[src/rtl/instr_fetch_if.sv]
// Bundle of program-load, fetch-control and issued-instruction signals that sit
// between the fetch stage and its surroundings (loader, control unit, core).
interface instr_fetch_if #(
  parameter int INSTR_WIDTH    = 20,
  parameter int PROG_ADDR_BITS = 5
);

  logic                      load_en;
  logic [PROG_ADDR_BITS-1:0] load_addr;
  logic [INSTR_WIDTH-1:0]    load_data;
  logic                      start;
  logic                      stall;
  logic                      branch_en;
  logic [PROG_ADDR_BITS-1:0] branch_target;

  logic [INSTR_WIDTH-1:0]    instruction;
  logic                      instr_valid;
  logic [PROG_ADDR_BITS-1:0] pc;
  logic                      halted;
  logic [7:0]                fetch_count;

  // The side that loads the program, steers fetch and consumes instructions
  modport master (
    output load_en,
    output load_addr,
    output load_data,
    output start,
    output stall,
    output branch_en,
    output branch_target,
    input  instruction,
    input  instr_valid,
    input  pc,
    input  halted,
    input  fetch_count
  );

  // The fetch stage itself
  modport slave (
    input  load_en,
    input  load_addr,
    input  load_data,
    input  start,
    input  stall,
    input  branch_en,
    input  branch_target,
    output instruction,
    output instr_valid,
    output pc,
    output halted,
    output fetch_count
  );

endinterface

[src/rtl/instr_fetch.sv]
// Instruction fetch stage: writable program memory, PC and IDLE/RUN/HALT control,
// issuing one registered instruction per cycle (NOP whenever nothing valid).
module instr_fetch #(
  parameter int                     INSTR_WIDTH    = 20,
  parameter int                     PROG_ADDR_BITS = 5,
  parameter logic [3:0]             HALT_OPCODE    = 4'hF,
  parameter logic [INSTR_WIDTH-1:0] NOP_INSTR      = '0
) (
  input logic          clk,
  input logic          rst,
  instr_fetch_if.slave bus
);

  localparam int MEM_DEPTH = 2 ** PROG_ADDR_BITS;

  typedef enum logic [1:0] {
    IDLE = 2'd0,
    RUN  = 2'd1,
    HALT = 2'd2
  } state_t;

  state_t                    state_q, state_d;
  logic [PROG_ADDR_BITS-1:0] pc_q, pc_d;
  logic [INSTR_WIDTH-1:0]    instr_q, instr_d;
  logic                      valid_q, valid_d;
  logic                      halted_q, halted_d;
  logic [7:0]                count_q, count_d;
  logic                      mem_we;

  logic [INSTR_WIDTH-1:0]    mem [MEM_DEPTH];
  logic [INSTR_WIDTH-1:0]    fetch_word;
  logic [3:0]                fetch_opcode;

  assign fetch_word   = mem[pc_q];
  assign fetch_opcode = fetch_word[INSTR_WIDTH-1 -: 4];

  // Program memory is deliberately outside the reset domain so a reset keeps
  // the loaded program; writes are only accepted while idle and out of reset.
  always_ff @(posedge clk) begin
    if (mem_we) begin
      mem[bus.load_addr] <= bus.load_data;
    end
  end

  always_ff @(posedge clk) begin
    if (!rst) begin
      state_q  <= IDLE;
      pc_q     <= '0;
      instr_q  <= NOP_INSTR;
      valid_q  <= 1'b0;
      halted_q <= 1'b0;
      count_q  <= '0;
    end else begin
      state_q  <= state_d;
      pc_q     <= pc_d;
      instr_q  <= instr_d;
      valid_q  <= valid_d;
      halted_q <= halted_d;
      count_q  <= count_d;
    end
  end

  always_comb begin
    state_d  = state_q;
    pc_d     = pc_q;
    instr_d  = instr_q;
    valid_d  = valid_q;
    halted_d = halted_q;
    count_d  = count_q;
    mem_we   = 1'b0;

    unique case (state_q)
      IDLE: begin
        instr_d  = NOP_INSTR;
        valid_d  = 1'b0;
        halted_d = 1'b0;
        mem_we   = bus.load_en && rst;
        if (bus.start) begin
          state_d = RUN;
          pc_d    = '0;
          count_d = '0;
        end
      end

      RUN: begin
        // Stall beats branch beats halt detection beats a normal issue
        if (bus.stall) begin
          state_d = RUN;
        end else if (bus.branch_en) begin
          pc_d    = bus.branch_target;
          instr_d = NOP_INSTR;
          valid_d = 1'b0;
        end else if (fetch_opcode == HALT_OPCODE) begin
          state_d  = HALT;
          instr_d  = NOP_INSTR;
          valid_d  = 1'b0;
          halted_d = 1'b1;
        end else begin
          instr_d = fetch_word;
          valid_d = 1'b1;
          pc_d    = pc_q + PROG_ADDR_BITS'(1);
          count_d = (count_q == 8'hFF) ? count_q : count_q + 8'd1;
        end
      end

      HALT: begin
        instr_d  = NOP_INSTR;
        valid_d  = 1'b0;
        halted_d = 1'b1;
        if (bus.start) begin
          state_d  = RUN;
          pc_d     = '0;
          count_d  = '0;
          halted_d = 1'b0;
        end
      end

      default: begin
        state_d  = IDLE;
        instr_d  = NOP_INSTR;
        valid_d  = 1'b0;
        halted_d = 1'b0;
      end
    endcase
  end

  assign bus.instruction = instr_q;
  assign bus.instr_valid = valid_q;
  assign bus.pc          = pc_q;
  assign bus.halted      = halted_q;
  assign bus.fetch_count = count_q;

endmodule

[src/flat_wrapper.sv]
// flat-port wrapper written by rule: the top's interface ports become plain ports
module instr_fetch_flat 
#(
  parameter int                     INSTR_WIDTH    = 20,
  parameter int                     PROG_ADDR_BITS = 5,
  parameter logic [3:0]             HALT_OPCODE    = 4'hF,
  parameter logic [INSTR_WIDTH-1:0] NOP_INSTR      = '0
)
  (clk, rst, bus_load_en, bus_load_addr, bus_load_data, bus_start, bus_stall, bus_branch_en, bus_branch_target, bus_instruction, bus_instr_valid, bus_pc, bus_halted, bus_fetch_count);
  instr_fetch_if #(.INSTR_WIDTH(INSTR_WIDTH), .PROG_ADDR_BITS(PROG_ADDR_BITS)) bus_i ();
  input logic clk;
  input logic rst;
  input wire logic [$bits(bus_i.load_en)-1:0] bus_load_en;
  input wire logic [$bits(bus_i.load_addr)-1:0] bus_load_addr;
  input wire logic [$bits(bus_i.load_data)-1:0] bus_load_data;
  input wire logic [$bits(bus_i.start)-1:0] bus_start;
  input wire logic [$bits(bus_i.stall)-1:0] bus_stall;
  input wire logic [$bits(bus_i.branch_en)-1:0] bus_branch_en;
  input wire logic [$bits(bus_i.branch_target)-1:0] bus_branch_target;
  output wire logic [$bits(bus_i.instruction)-1:0] bus_instruction;
  output wire logic [$bits(bus_i.instr_valid)-1:0] bus_instr_valid;
  output wire logic [$bits(bus_i.pc)-1:0] bus_pc;
  output wire logic [$bits(bus_i.halted)-1:0] bus_halted;
  output wire logic [$bits(bus_i.fetch_count)-1:0] bus_fetch_count;
  assign bus_i.load_en = bus_load_en;
  assign bus_i.load_addr = bus_load_addr;
  assign bus_i.load_data = bus_load_data;
  assign bus_i.start = bus_start;
  assign bus_i.stall = bus_stall;
  assign bus_i.branch_en = bus_branch_en;
  assign bus_i.branch_target = bus_branch_target;
  assign bus_instruction = bus_i.instruction;
  assign bus_instr_valid = bus_i.instr_valid;
  assign bus_pc = bus_i.pc;
  assign bus_halted = bus_i.halted;
  assign bus_fetch_count = bus_i.fetch_count;
  instr_fetch #(.INSTR_WIDTH(INSTR_WIDTH), .PROG_ADDR_BITS(PROG_ADDR_BITS), .HALT_OPCODE(HALT_OPCODE), .NOP_INSTR(NOP_INSTR)) u_core (.clk(clk), .rst(rst), .bus(bus_i));
endmodule
[config.mk]
export PLATFORM = sky130hd
export DESIGN_NAME = instr_fetch_flat
export DESIGN_NICKNAME = d
export VERILOG_FILES = /design/src/rtl/instr_fetch_if.sv /design/src/rtl/instr_fetch.sv /design/src/flat_wrapper.sv
export SDC_FILE = /design/constraint.sdc
export NUM_CORES = 1
export LEC_CHECK = 0
export CORE_ASPECT_RATIO = 2
export CORE_MARGIN = 2
export CORE_UTILIZATION = 40
export CTS_CLUSTER_DIAMETER = 50
export CTS_CLUSTER_SIZE = 16
export DETAILED_ROUTE_END_ITERATION = 7
export GPL_ROUTABILITY_DRIVEN = 0
export GPL_TIMING_DRIVEN = 0
export PLACE_DENSITY_LB_ADDON = 0.08
export SYNTH_ARGS = -nofsm -noshare
export SYNTH_HDL_FRONTEND = slang
export SYNTH_SLANG_ARGS = --single-unit
[constraint.sdc]
create_clock -name clk -period 6.3 [get_ports clk]
set_input_delay 1.26 -clock clk [delete_from_list [all_inputs] [get_ports clk]]
set_output_delay 1.26 -clock clk [all_outputs]
set_load 0.02 [all_outputs]
# After elaboration in Yosys (flattened, before gate mapping)
# Memories as Yosys holds them, arrays and structs flattened. A register that Yosys moved wholly into a read port is not among the register bits.
# Index checks and enable logic that the tools add are counted.
# Widths: inputs -> output; s select.
[word_totals] inputBits=36 output_inout_bits=35 elab_cells=61 mem_count=1 mem_bits_rw=640 regBits=37
[mem_list] memory="u_core.mem" depth=32 word_bits=20 read_ports=1 rd_ports_with_merged_regs=1 wr=1 line_no="instr_fetch.sv:30" text="logic [INSTR_WIDTH-1:0] mem [MEM_DEPTH];"
[classes] n_eq_ne=13 muxes=30 n_addsub=2 reduce_logical=9
[ops] cell="$mux 20" n=2
[ops] cell="$mux 8" n=5
[ops] cell="$mux 5" n=6
[ops] cell="$pmux 8 s2" n=1
[ops] cell="$pmux 5 s2" n=1
[ops] cell="$mux 1" n=9
[ops] cell="$add 8x1->8 const B" n=1
[ops] cell="$eq 8x8->1 const B" n=1
[ops] cell="$mux 2" n=4
[ops] cell="$ne 2x2->1 const B" n=4
[ops] cell="$ne 3x3->1 const B" n=2
[ops] cell="$reduce_and 3->1" n=2
[ops] cell="$reduce_and 6->1" n=1
[ops] cell="$add 5x1->5 const B" n=1
[ops] cell="$eq 4x4->1 const B" n=1
[ops] cell="$ne 2x1->1 const B" n=2
[ops] cell="$pmux 2 s2" n=1
[ops] cell="$reduce_and 4->1" n=1
[ops] cell="$ne 3x2->1 const B" n=1
[ops] cell="$eq 2x1->1 const B" n=1
[ops] cell="$eq 2x2->1 const B" n=1
[ops] cell="$logic_not 2->1" n=1
[ops] cell="$pmux 1 s2" n=1
[ops] cell="$reduce_and 2->1" n=1
[ops] cell="3 further kinds" n=3

# Longest topological paths before layout
# Gate-level depths: netlist (run 1).
[logic_depth] ltp_word=7 ltp_mapped=10 ltp_nobuf=7

# Worst setup path after synthesis (run 1)
# OpenSTA, ideal clock, no wires.
[synth_timing] path_kind="input port to flip-flop" startpoint="input port rst" endpoint="memory u_core.mem[12][0] (enable)" stages=4 required_time_ps=5903 path_slack_ps=3186 n_path_buf=1 setup_time_ps=397 t_arrival_ps=2717 path_cell_list="nand3_1 > or3_1 > clkbuf_1 > nor2_1"
[synth_via] elab_chain_cells=4
[synth_lines] item="start, declared" line_no="flat_wrapper.sv:12" text="input logic rst;"
[synth_lines] item="$logic_and 1x1->1" line_no="instr_fetch.sv:77" text="mem_we = bus.load_en && rst;"
[synth_lines] item="$mux 1" line_no="instr_fetch.sv:72" text="unique case (state_q)"
[synth_lines] item="$mux 1" line_no="instr_fetch.sv:40" text="if (mem_we) begin"
[synth_lines] item="$mux 1 (not written as such)" line_no="instr_fetch.sv:41" text="mem[bus.load_addr] <= bus.load_data;"
[synth_lines] item="end, declared" line_no="instr_fetch.sv:30"
# Every way passes these cells.

==> impl_metrics.tcl, run 1 <==
set metrics [dict create \
    slew_violations 0 \
    yosys.area_share.simple 0.02067 \
    synth_cell_types 40 \
    cts_sinks 682 \
    drc_errors 0 \
    crit_fanout 10 \
    synth-seq-cells 682 \
    tightest_slew_ns 1.386 \
    max_freq_mhz 226.9 \
    io_pins 71 \
    fp.coreArea_sq_um 64740 \
    finalClockSkew_ns 0.01531 \
    insertion_delay_ns 0.59 \
    die_area_sq_um 67710 \
    initial_core_util 0.4048 \
    status "finished clean" \
    hold_depth 2 \
    syn_inst 1167 \
    dieWidth_um 185.0 \
    synth_xor_xnor_area_share 0.001003 \
    rsz0062_at_grt "false" \
    ir_drop_uv 221.5 \
    worst-path-buf-inv 3 \
    syn_to_final_growth_pct 13.62 \
    period_share 0.6997 \
    final-setup-viol-count 0 \
    maxCapViolations 0 \
    power.leakage_uw 0.008659 \
    fin_nets 1336 \
    yosys.area.top_type_share 0.7333 \
    cts_resized 0 \
    min_period_ns 4.408 \
    ant_nets 0 \
    first_pass_iters 5 \
    synth-edff-count 640 \
    first_iter_violations 1153 \
    fin_setup_tns_ns 0 \
    grt_overflow 0 \
    tritoncts "done" \
    num_vias 12020 \
    synth_area_leader_cell "edfxtp_1" \
    r2r_end "u_core.bus.instruction[10]" \
    power.density_nw_per_um2 320.1 \
    synth_area_leaders "edfxtp_1, mux4_2, dfxtp_1" \
    cts-buffers-inserted 49 \
    grt_max_degree 33 \
    portBuffers 69 \
    layout_setup_ws_ns 1.892 \
    routed_wl_um 68090 \
    synth_nets 1209 \
    endpoint_kind "flip-flop" \
    stdcell_count 2189 \
    postCtsHoldBufs 0 \
    reg2reg_depth 9 \
    syn_area_sq_um 26210 \
    yosysSeqAreaShare 0.7654 \
    synth_top_family_by_area "multiplexers" \
    cts_buffer_depth 3 \
    antenna_found_initial 1 \
    grt_pass1_wl_um 95470 \
    hold_violations 0 \
    maxSlewHeadroom 0.07340 \
    synth_common_cells "edfxtp_1, mux4_2, nor2_1, dfxtp_1, clkbuf_1" \
    min_to "u_core.bus.instruction[16]" \
    place_inst 2114 \
    cts_root_buf "clkbuf_16" \
    min_from "u_core.bus.instruction[16]" \
    synthAdderAreaFrac 0.002865 \
    wl_per_cell_um 31.11 \
    arrival_ns 4.94 \
    yosysMostFrequentCell "edfxtp_1" \
    clk_pin_slew_worst_paths_ns 0.07 \
    synthMuxAreaShare 0.1855 \
    synth-compound-area-share 0.01404 \
    synth_area_per_cell_sq_um 22.46 \
    required_ns 6.83 \
    rows 132 \
    grt_pass1_vias 13020 \
    dp_hpwl_um 43780 \
    slowest_delay_ns 0.91 \
    synth_ff_type "edfxtp_1" \
    r2r_slack_ns 1.89 \
    die_h_um 366.0 \
    dp_slack_ns 1.881 \
    hold_path_class "flip-flop to flip-flop" \
    via_per_inst 5.491 \
    totalPowerFinal_uw 9531 \
    antennaDiodeCount 0 \
    path_delay_family "buffers and inverters" \
    cts_max_level 2 \
    ys_async_sr_fraction 0 \
    critPathKind "flip-flop to flip-flop" \
    start_kind "flip-flop" \
    slowest_stage "clkbuf_1" \
    grt.total_usage 0.2053 \
    crit_chain "clkbuf_1 > clkbuf_1 > mux4_2 > mux4_2 > mux2_2 > a41oi_2 > clkbuf_1 > a22oi_1 > nor2_1" \
    crit_top_cell "clkbuf_1" \
    drive_gt1_frac 0.2496 \
    yosys_warnings 0 \
    cts_setup_buffers 0 \
    final_core_util 0.4599 \
]
-- state kept, by name (all words and copies together), names as in the netlist, named ones only --
| name | flops |
|---|---|
| u_core.bus.fetch_count | 8 |
| u_core.state_q | 2 |
| u_core.bus.halted | 1 |
| u_core.mem | 640 |
| u_core.bus.instruction | 20 |
| u_core.bus.instr_valid | 1 |
| u_core.bus.pc | 5 |
-- tightest hold or removal path: cells and delay by family, from the launching register on --
kind | cells | cell delay, ns
DFF | 1 | 0.31
and+or+nand+nor | 1 | 0.06
AOI/OAI and AO/OA | 1 | 0.05
-- layout by cell type, fill, tap and decap left out, types with 2 or more instances in the layout --
master and instances:
clkinv_1 3, nor2_4 32, o2bb2ai_1 2, clkbuf_16 49
and3_1 2, ha_1 6, o211ai_1 7, buf_4 2
o21ai_0 8, o32ai_1 3, or3b_2 2, dfxtp_1 42
mux2i_1 12, clkdlybuf4s50_1 67, inv_6 2, clkbuf_1 53
buf_1 17, nand2_1 27, clkinv_2 2, mux4_2 200
a22oi_1 16, inv_1 10, a21oi_1 9, a31oi_1 3
and2_1 3, or3_1 4, buf_2 7, edfxtp_1 640
mux2_2 21, nor2_1 26, nand3_1 11, buf_16 6
nand3b_1 5, or2_2 2, xor2_1 2
-- cell families after synthesis --
kind of cell / Yosys count
XOR/XNOR: 3
AO/OA/AOI/OAI: 53
AND/OR/NAND/NOR: 120
flip-flops: 682
buffers and inverters: 70
multiplexers: 233
adder cells (fa/ha/maj): 6
-- cell type report --
type	count	area, sq um
buffer	60	239.0
fill	5539	34970
timing repair buffer	76	865.8
sequential	682	20060
inverter	10	37.54
clock buffer	67	1304
clock inverter	8	68.82
multi-input combinational	415	6112
tap	871	1090
-- worst max path at each step --
stage | to | cells past startpoint | from | slack [ns]
final | u_core.bus.instruction[10] | 9 | flip-flop | 1.89
after floorplan | u_core.mem[12][0] | 4 | rst | 3.19
after detailed placement | u_core.bus.fetch_count[6] | 9 | flip-flop | 1.88
after CTS | u_core.bus.fetch_count[6] | 9 | flip-flop | 1.84
after global placement | u_core.mem[19][9] | 5 | rst | 1.15
after global routing | u_core.bus.fetch_count[4] | 10 | flip-flop | 1.73
-- per-layer routing --
| metal | global-route usage | wire length (um) |
|---|---|---|
| met5 | 0 | 13 |
| met4 | 0.07005 | 2313 |
| met3 | 0.02177 | 2416 |
| met2 | 0.3984 | 39610 |
| met1 | 0.2278 | 23740 |
-- power by group --
| group | internal, uW | total [uW] | switching (uW) | leakage, uW |
|---|---|---|---|---|
| combinational | 665 | 1520 | 853 | 0.00190 |
| sequential | 5000 | 5030 | 30.5 | 0.00609 |
| clock | 1480 | 2980 | 1500 | 0.000667 |
-- stage by stage --
step	instance area, sq um	hold slack (ns)
6_report	29780	0.4671
3_3_place_gp	27990	0.4628
3_5_place_dp	28410	0.4593
4_1_cts	29790	0.4707
5_1_grt	29780	0.4795
2_1_floorplan	26210	0.4720
Note: power is estimated with default switching activity, not from simulation.
==> run 2, diff against run 1 <==
==> constraint.sdc (replaced) <==
create_clock -name clk -period 3.9 [get_ports clk]
set_input_delay 0.78 -clock clk [delete_from_list [all_inputs] [get_ports clk]]
set_output_delay 0.78 -clock clk [all_outputs]
set_load 0.02 [all_outputs]
==> run 2 against run 1 <==
Power increased by 62%; worst setup slack worse by 1.8 ns; wire length is essentially flat.
==> impl_metrics.tcl, run 2 (synthesis gave the netlist of run 1 again) <==
set metrics [dict create \
    die_h_um 366.0 \
    antennaDiodeCount 0 \
    io_pins 71 \
    grt_max_degree 33 \
    most-common-layout-cells "edfxtp_1, mux4_2, clkdlybuf4s50_1" \
    dr_wl_met2_um 39860 \
    pwr-share-seq 0.528 \
    final-setup-viol-count 0 \
    syn_to_final_growth_pct 14.02 \
    min_period_ns 3.761 \
    maxSlewHeadroom 0.06972 \
    grt_pass1_wl_um 95600 \
    hold_path_class "flip-flop to flip-flop" \
    cts_setup_buffers 0 \
    power.clock.fraction 0.312 \
    postCtsHoldBufs 0 \
    final_common_cell "edfxtp_1" \
    period_share 0.9644 \
    cts_sinks 682 \
    first_iter_violations 1102 \
    hold_violations 0 \
    tritoncts "done" \
    intPower_uw 11570 \
    switching_share 0.2496 \
    grt_overflow 0 \
    insertion_delay_ns 0.59 \
    stdcell_count 2188 \
    fin_nets 1335 \
    power.density_nw_per_um2 515.9 \
    regMostFlops "u_core.mem" \
    tightest_slew_ns 1.391 \
    slew_violations 0 \
    grt.total_usage 0.2055 \
    critPathKind "flip-flop to flip-flop" \
    via_per_inst 5.505 \
    cts_buffer_depth 3 \
    status "finished clean" \
    place_inst 2114 \
    initial_core_util 0.4048 \
    routedLengthMet1_um 23910 \
    dp_hpwl_um 43780 \
    die_area_sq_um 67710 \
    antenna_found_initial 1 \
    rows 132 \
    routed_wl_um 68090 \
    num_vias 12040 \
    arrival_ns 4.29 \
    max_freq_mhz 265.9 \
    rsz0062_at_grt "false" \
    power.leakage_uw 0.008750 \
    finalClockSkew_ns 0.01419 \
    netSwitchingPower_uw 3848 \
    ant_nets 0 \
    crit_fanout 10 \
    cts_root_buf "clkbuf_16" \
    clk_pin_slew_worst_paths_ns 0.07 \
    worst_hold_slack_ns 0.4666 \
    drc_errors 0 \
    portBuffers 69 \
    dr.max_layer_used "met5" \
    largest_reg_flops 640 \
    cts-buffers-inserted 49 \
    maxCapViolations 0 \
    grt_pass1_vias 13030 \
    drive_gt1_frac 0.2726 \
    dieWidth_um 185.0 \
    first_pass_iters 5 \
    required_ns 4.43 \
    fp.coreArea_sq_um 64740 \
    combPwrFrac 0.160 \
    endpoint_kind "flip-flop" \
    wl_per_cell_um 31.12 \
    ir_drop_uv 359.1 \
    dr_wl_met3_um 2131 \
    start_kind "flip-flop" \
    cts_max_level 2 \
]
-- run 2: changes by cell type in the layout (fill, tap and decap cells not counted) --
cell	previous run	this run
clkbuf_4	0	1
clkdlybuf4s15_2	0	11
dfxtp_2	0	1
clkbuf_1	53	35
buf_1	17	5
dfxtp_1	42	41
clkbuf_2	0	17
-- run 2: layer usage --
| metal | track usage | vias up |
|---|---|---|
| li1 | - | 5150 |
| met1 | 0.2278 | 6510 |
| met2 | 0.4011 | 291 |
| met3 | 0.02147 | 91 |
| met4 | 0.06654 | 2 |
| met5 | 0 | - |
-- run 2: critical path, cell delays in order, from the launching register on --
cell,delay (ns)
dfxtp_1,0.30
buf_2,0.27
buf_4,0.35
mux4_2,0.56
mux4_2,0.56
mux2_2,0.33
a41oi_2,0.36
clkbuf_1,0.66
a22oi_1,0.15
nor2_1,0.13
-- run 2: final cells by class --
class	instances	area [sq um]
fill	5532	34860
sequential	682	20060
multi-input combinational	415	6112
clock buffer	67	1304
tap	871	1090
timing repair buffer	76	865.8
buffer	59	342.8
clock inverter	8	68.82
inverter	10	37.54
-- run 2: per-stage QoR --
step	power, uW	setup slack (ns)	utilization	TNS (ns)	area [sq um]
after floorplan	9823	0.8362	-	0	26210
after global placement	10760	-0.7712	0.4323	-357.02	27990
after detailed placement	10810	-0.5194	0.4389	-17.27	28410
after CTS	15610	0.0008149	0.4617	0	29890
after global routing	15940	0.02242	0.4615	0	29880
final	15420	0.1388	0.4615	0	29880
-- run 2: power by group through the flow --
stage | registers, uW | clock network [uW] | logic, uW
after global routing | 8140 | 5180 | 2620
after floorplan | 8300 | 0 | 1520
after detailed placement | 8290 | 0 | 2520
after global placement | 8290 | 0 | 2470
final | 8140 | 4810 | 2470
after CTS | 8140 | 4940 | 2540
-- run 2: path summary, 6_finish.rpt --
check	slack (ns)	depth (start not counted)	startpoint	to
max	0.14	9	flip-flop	u_core.bus.instruction[10]
min	0.47	2	u_core.bus.instruction[16]	u_core.bus.instruction[16]
max reg2reg	0.14	9	flip-flop	u_core.bus.instruction[10]
min reg2reg	0.47	2	u_core.bus.instruction[16]	u_core.bus.instruction[16]
-- run 2: timing repair --
action	in CTS	in global routing
setup endpoints to repair	41	15
resized for setup	41	5
gates cloned	0	0
==> run 3, diff against run 2 <==
--- a/config.mk
+++ b/config.mk
@@ -14,6 +14,7 @@
 export GPL_ROUTABILITY_DRIVEN = 0
 export GPL_TIMING_DRIVEN = 0
 export PLACE_DENSITY_LB_ADDON = 0.08
+export SLEW_MARGIN = 40
 export SYNTH_ARGS = -nofsm -noshare
 export SYNTH_HDL_FRONTEND = slang
 export SYNTH_SLANG_ARGS = --single-unit
==> run 3 against run 2 <==
Global-route usage is 0.22 points higher; sequential share of layout area is 1.1 points lower; clock skew up 0.0085 ns; critical path depth decreased by 1; register-to-register slack better by 0.04 ns; die area unchanged; first-iteration DRC count is 5.6% lower; final area is 1.6% higher; critical path type unchanged; largest cell class unchanged; highest routed layer unchanged.
==> impl_metrics.tcl, run 3 (synthesis gave the netlist of run 1 again) <==
set metrics [dict create \
    cts_sinks 682 \
    critPathKind "flip-flop to flip-flop" \
    slew_violations 0 \
    first_iter_violations 1040 \
    maxCapViolations 0 \
    postCtsHoldBufs 0 \
    rows 132 \
    drive_gt1_frac 0.3066 \
    most-common-layout-cells "edfxtp_1, mux4_2, clkbuf_16, clkdlybuf4s50_1, dfxtp_1" \
    ant_nets 0 \
    fp.coreArea_sq_um 64740 \
    drc_errors 0 \
    reg2reg_depth 8 \
    antenna_found_initial 1 \
    period_share 0.9530 \
    wl_per_cell_um 30.96 \
    status "finished clean" \
    final_core_util 0.4691 \
    via_per_inst 5.532 \
    grt.total_usage 0.2077 \
    grt_pass1_vias 13320 \
    io_pins 71 \
    power.leakage_uw 0.009054 \
    endpoint_kind "flip-flop" \
    cts-buffers-inserted 49 \
    worst_hold_slack_ns 0.4763 \
    required_ns 4.37 \
    die_area_sq_um 67710 \
    max_freq_mhz 269.0 \
    dp_hpwl_um 48520 \
    r2r_end "u_core.bus.instruction[6]" \
    cts_buffer_depth 3 \
    final_common_cell "edfxtp_1" \
    insertion_delay_ns 0.60 \
    grt_max_degree 33 \
    regMostFlops "u_core.mem" \
    tightest_slew_ns 0.8578 \
    stdcell_count 2218 \
    cts_root_buf "clkbuf_16" \
    hold_violations 0 \
    tritoncts "done" \
    finalClockSkew_ns 0.02268 \
    dieWidth_um 185.0 \
    antennaDiodeCount 0 \
    r2r_slack_ns 0.18 \
    rsz0062_at_grt "false" \
    fin_nets 1365 \
    start_kind "flip-flop" \
    ir_drop_uv 316.9 \
    totalPowerFinal_uw 15330 \
    min_period_ns 3.717 \
    initial_core_util 0.4048 \
    hold_path_class "flip-flop to flip-flop" \
    min_from "u_core.bus.instruction[16]" \
    grt_pass1_wl_um 96770 \
    cts_max_level 2 \
    clk_pin_slew_worst_paths_ns 0.07 \
    fin_setup_tns_ns 0 \
    arrival_ns 4.19 \
    power.density_nw_per_um2 504.7 \
    first_pass_iters 5 \
    syn_to_final_growth_pct 15.89 \
    maxSlewHeadroom 0.4282 \
    place_inst 2143 \
    hold_depth 2 \
    num_vias 12270 \
    largest_reg_flops 640 \
    crit_fanout 10 \
    grt_overflow 0 \
    final-setup-viol-count 0 \
    routed_wl_um 68670 \
    min_to "u_core.bus.instruction[16]" \
    fill_cells 5480 \
    portBuffers 69 \
    die_h_um 366.0 \
]
==> run 3: how the worst max path moves through the flow <==
stage,slack [ns],cells past startpoint,end,start
floorplan,0.84,9,u_core.bus.fetch_count[6],flip-flop
global placement,-0.77,5,u_core.mem[19][9],rst
detailed placement,-0.18,9,u_core.bus.instruction[6],flip-flop
CTS,0.003,8,u_core.bus.instruction[19],flip-flop
global route,0.04,10,u_core.bus.fetch_count[4],flip-flop
finish,0.18,8,u_core.bus.instruction[6],flip-flop
==> run 3: metrics by stage <==
stage,instance area (sq um),worst slack [ns]
floorplan,26210,0.8362
detailed placement,29010,-0.1778
global placement,27990,-0.7712
finish,30370,0.1832
global route,30370,0.04212
CTS,30350,0.002533
==> run 3: per-layer routing <==
metal | share of wire | global-route usage | vias up
met5 | 0.00016 | 0 | -
met4 | 0.039 | 0.08059 | 2
met3 | 0.036 | 0.02167 | 107
met2 | 0.58 | 0.3984 | 314
met1 | 0.35 | 0.2310 | 6636
li1 | - | - | 5210
==> run 3: cell type report <==
class                      instances  area, sq um  share of cell area
inverter                          10        37.54            0.001236
clock buffer                      68         1297             0.04272
multi-input combinational        415         6117              0.2014
buffer                            59        280.3            0.009228
tap                              871         1090             0.03588
clock inverter                     7        47.55            0.001565
timing repair buffer             106         1443             0.04750
sequential                       682        20060              0.6605
==> run 3: repair_timing <==
item,in CTS,in global routing
setup endpoints to repair,38,12
pin swaps,0,0
buffers inserted,0,0
cloned,0,0
gates resized for setup,4,2
==> run 3: report_power, final <==
| group | internal, uW | total (uW) | switching, uW |
|---|---|---|---|
| Combinational | 1080 | 2460 | 1380 |
| Clock | 2310 | 4740 | 2430 |
| Sequential | 8070 | 8130 | 56.2 |
==> run 3: worst max-delay path: stages, from the launching register on <==
cell	delay [ns]
dfxtp_1	0.30
buf_2	0.43
clkbuf_1	0.55
clkbuf_2	0.58
mux4_2	0.59
mux4_2	0.57
mux2_2	0.35
a22oi_1	0.17
nor2_1	0.06
